### src/rtl/imuldiv_mul_arbiter.sv
// imuldiv_mul_arbiter: round-robin sharing of one iterative multiplier between two val/rdy requesters
module imuldiv_mul_arbiter #(
  parameter int WIDTH = 4
) (
  input  logic               clk,
  input  logic               reset,
  input  logic [WIDTH-1:0]   req0_msg_a,
  input  logic [WIDTH-1:0]   req0_msg_b,
  input  logic               req0_val,
  output logic               req0_rdy,
  output logic [2*WIDTH-1:0] resp0_msg,
  output logic               resp0_val,
  input  logic               resp0_rdy,
  input  logic [WIDTH-1:0]   req1_msg_a,
  input  logic [WIDTH-1:0]   req1_msg_b,
  input  logic               req1_val,
  output logic               req1_rdy,
  output logic [2*WIDTH-1:0] resp1_msg,
  output logic               resp1_val,
  input  logic               resp1_rdy,
  output logic [WIDTH-1:0]   mul_req_msg_a,
  output logic [WIDTH-1:0]   mul_req_msg_b,
  output logic               mul_req_val,
  input  logic               mul_req_rdy,
  input  logic [2*WIDTH-1:0] mul_resp_msg,
  input  logic               mul_resp_val,
  output logic               mul_resp_rdy,
  output logic               busy,
  output logic               owner
);
  typedef enum logic [1:0] {IDLE, SEND, WAIT} state_t;
  state_t state;
  logic prio, win, grant, done;
  logic [WIDTH-1:0] op_a, op_b;
  // rdy is gated by reset so no request is accepted while reset is held
  always_comb begin
    win = (req0_val & req1_val) ? prio : req1_val;
    grant = (state == IDLE) & (req0_val | req1_val);
    req0_rdy = reset & grant & ~win;
    req1_rdy = reset & grant & win;
    mul_req_val = state == SEND;
    mul_req_msg_a = op_a;
    mul_req_msg_b = op_b;
    resp0_val = (state == WAIT) & ~owner & mul_resp_val;
    resp1_val = (state == WAIT) & owner & mul_resp_val;
    resp0_msg = resp0_val ? mul_resp_msg : '0;
    resp1_msg = resp1_val ? mul_resp_msg : '0;
    mul_resp_rdy = (state == WAIT) & (owner ? resp1_rdy : resp0_rdy);
    done = mul_resp_val & mul_resp_rdy;
    busy = state != IDLE;
  end
  always_ff @(posedge clk or negedge reset)
    if (!reset) begin
      state <= IDLE;
      prio <= 1'b0;
      owner <= 1'b0;
      op_a <= '0;
      op_b <= '0;
    end else
      case (state)
        IDLE: if (grant) begin
          state <= SEND;
          owner <= win;
          op_a <= win ? req1_msg_a : req0_msg_a;
          op_b <= win ? req1_msg_b : req0_msg_b;
        end
        SEND: if (mul_req_rdy) state <= WAIT;
        WAIT: if (done) begin
          state <= IDLE;
          prio <= ~owner;
        end
        default: state <= IDLE;
      endcase
endmodule

### config.mk
export PLATFORM = sky130hd
export DESIGN_NAME = imuldiv_mul_arbiter
export DESIGN_NICKNAME = d
export VERILOG_FILES = /design/src/rtl/imuldiv_mul_arbiter.sv
export SDC_FILE = /design/constraint.sdc
export NUM_CORES = 1
export LEC_CHECK = 0
export BUFFER_PORTS_ARGS = -buffer_cell sky130_fd_sc_hd__buf_2
export CAP_MARGIN = 20
export CORE_MARGIN = 2
export CORE_UTILIZATION = 37
export DETAILED_ROUTE_END_ITERATION = 8
export HOLD_SLACK_MARGIN = 0.05
export PLACE_DENSITY_LB_ADDON = 0.25
export SLEW_MARGIN = 30
export SYNTH_ARGS = -nofsm -noshare
export SYNTH_HDL_FRONTEND = slang
export SYNTH_SLANG_ARGS = --single-unit
export TNS_END_PERCENT = 1
### constraint.sdc
create_clock -name clk -period 1.3 [get_ports clk]
set_input_delay 0.065 -clock clk [delete_from_list [all_inputs] [get_ports clk]]
set_output_delay 0.065 -clock clk [all_outputs]
set_load 0.005 [all_outputs]
==> flow_metrics.env <==
export IMPL_status="finished, violations left"
export IMPL_violations="setup timing"
export IMPL_fin_util=0.643
export IMPL_ys_warn_count=0
export IMPL_routed_wl_met3_um=193
export IMPL_cts_tree="yes"
export IMPL_antenna_found_initial=0
export IMPL_top_layer="met4"
export IMPL_wire_per_inst_um=12.9
export IMPL_vdd_ir_drop_max_mv=0.776
export IMPL_syn_inst=92
export IMPL_routedLengthMet1_um=1010
export IMPL_p_per_area_nw_per_um2=1590
export IMPL_min_period_over_period=1.13
export IMPL_antennaDiodeCount=0
export IMPL_grt_pass1_wl_um=3750
export IMPL_crit_fanout=4
export IMPL_design_area_um2=1260
export IMPL_io_buffer_count=63
export IMPL_final_layout_size_suffix_gt1_frac=0.524
export IMPL_dieArea_um2=2450
export IMPL_cp_arrival_ns=1.40
export IMPL_via_count=965
export IMPL_synthArstFlopShare=1.00
export IMPL_fin_worst_skew_ns=0.00133
export IMPL_worst_slack_ns=-0.168
export IMPL_first_pass_iters=4
export IMPL_synth_area_um2=767
export IMPL_clock_root_buffer="clkbuf_4"
export IMPL_dr_wl_met2_um=1270
export IMPL_slew_viol_final=0
export IMPL_place_area_um2=1120
export IMPL_final_common_cell="buf_2"
export IMPL_tns_ns=-2.76
export IMPL_synth_seq_cells=12
export IMPL_drt_iter0_drc=13
export IMPL_hpwl_um=1760
export IMPL_finalSetupViolCount=21
export IMPL_drc_errors=0
export IMPL_hold_viol_final=0
export IMPL_post_synth_num_cell_types=25
export IMPL_grt_ovfl_total=0
export IMPL_clk_insertion_delay_late_ns=0.26
export IMPL_power_leakage_nw=0.682
export IMPL_synth_ff_type="dfrtp_1"
export IMPL_core_area_um2=1960
export IMPL_p_total_mw=2.01
export IMPL_ios=64
export IMPL_cp_start_kind="register"
export IMPL_die_h_um=49.5
export IMPL_ys_seq_area_frac=0.392
export IMPL_synth_area_per_cell_um2=8.34
export IMPL_finalCriticalPeriod_ns=1.47
export IMPL_fmax_ghz=0.681
export IMPL_maxCapViolCount=0
export IMPL_cp_required_ns=1.24
export IMPL_wl_um=2500
export IMPL_fill_cells=179
export IMPL_clk_pin_slew_ns=0.07
export IMPL_clockBufferDepth=2
export IMPL_die_w_um=49.5
export IMPL_place_congestion=0.781
export IMPL_grt_setup_unrepaired="true"
export IMPL_grt_pass1_vias=898
export IMPL_initial_core_util=0.391
export IMPL_routed_via_density=5.00
export IMPL_clkSinkCount=12
export IMPL_yosysTopAreaCellShare=0.392
export IMPL_end_kind="primary output"
export IMPL_nets=200
export IMPL_tightest_slew_ns=0.280
export IMPL_std_cell_rows=16
export IMPL_synth_area_leaders="dfrtp_1 39%, and2_1 13%, a31oi_1 6.5%, o21ai_0 6.5%, a21oi_1 5.2%"
export IMPL_synth_top_area_cell="dfrtp_1"
export IMPL_ant_nets=0
export IMPL_grt_usage=0.195
export IMPL_htreeDepth=1
export IMPL_syn_nets=124
export IMPL_synth_edf_count=0
export IMPL_area_delta_synth_final_pct=64.6
export IMPL_crit_type="register to primary output"
export IMPL_mostFrequentLayoutCells="60 x buf_2, 12 x and2_1, 12 x dfrtp_1"
export IMPL_grt_max_degree=12
export IMPL_hold_class="input port to register"
export IMPL_slew_headroom=0.808
export IMPL_cts_made_buffers=3
cells in the mapped netlist (2+ instances only):
| cell type | instances |
|---|---|
| nor2_1 | 2 |
| nor2b_1 | 2 |
| clkbuf_1 | 2 |
| and2_1 | 16 |
| o21ai_0 | 10 |
| a21oi_1 | 8 |
| buf_2 | 2 |
| nand3_1 | 8 |
| inv_1 | 4 |
| dfrtp_1 | 12 |
| nand2_1 | 2 |
| buf_6 | 2 |
| nand2b_1 | 2 |
| a31oi_1 | 8 |
| and3_1 | 2 |
through the flow:
step	std cells	hold WS, ns	worst slack (ns)
floorplan	92	-0.231	0.203
global placement	182	-0.117	0.147
detailed placement	182	-0.115	0.139
CTS	188	0.0598	-0.114
global route	193	0.0663	-0.263
finish	193	0.0635	-0.168
power breakdown:
| group | switching (mW) | internal, mW | total [mW] |
|---|---|---|---|
| logic | 0.533 | 0.565 | 1.10 |
| registers | 0.137 | 0.558 | 0.695 |
| clock network | 0.113 | 0.107 | 0.219 |
| total | 0.782 | 1.23 | 2.01 |
final timing paths:
check | startpoint | to | slack, ns | cells after the start
worst min register to register | mul_req_msg_a[1]$_DFFE_PN0P_ | mul_req_msg_a[1]$_DFFE_PN0P_ | 0.55 | 2
max in group asynchronous | reset | mul_req_msg_b[3]$_DFFE_PN0P_ | 0.82 | 3
worst max-delay path | state[0]$_DFFE_PN0P_ | resp0_msg[3] | -0.17 | 5
min in group asynchronous | reset | state[1]$_DFFE_PN0P_ | 0.14 | 2
worst max register to register | state[0]$_DFFE_PN0P_ | prio$_DFFE_PN0P_ | 0.05 | 5
worst min-delay path | req1_msg_a[1] | mul_req_msg_a[1]$_DFFE_PN0P_ | 0.06 | 3
routing by layer:
metal / GRT usage / vias up
li1: - / 473
met1: 0.230 / 438
met2: 0.340 / 52
met3: 0.0485 / 2
met4: 0.0694 / 0
met5: 0 / -
state kept, by name, summed over array words and instances, names as in the netlist:
register	flops
mul_req_msg_a	4
owner	1
mul_req_msg_b	4
prio	1
state	2
area by class of cell:
type	instances	area, um2	area share
clock buffers	3	22.5	0.0178
inverters	4	15.0	0.0119
multi-input cells	71	447	0.354
flip-flops and latches	12	300	0.238
well taps	27	33.8	0.0268
repair buffers	76	444	0.352
cell families after synthesis:
kind of cell           share of synthesized area
AOI/OAI and AO/OA                          0.215
and+or+nand+nor                            0.308
DFF                                        0.392
buffers and inverters                     0.0718
muxes                                     0.0131
worst max-delay path, stage by stage, from the launching register on:
cell and delay [ns]:
dfrtp_1 0.40, nand3b_1 0.19, nor2_1 0.16, buf_2 0.16
and2_1 0.11, buf_2 0.11
timing repair:
action                                 in CTS  in global routing
hold buffers                                2                  0
gates resized for setup                     3                 12
setup endpoints to repair                  21                 21
setup buffers                               1                  3
endpoints found under the hold margin      14                  0
pin swaps                                   2                  8
gates cloned                                0                  2
Power figures use the tool's default switching activity.
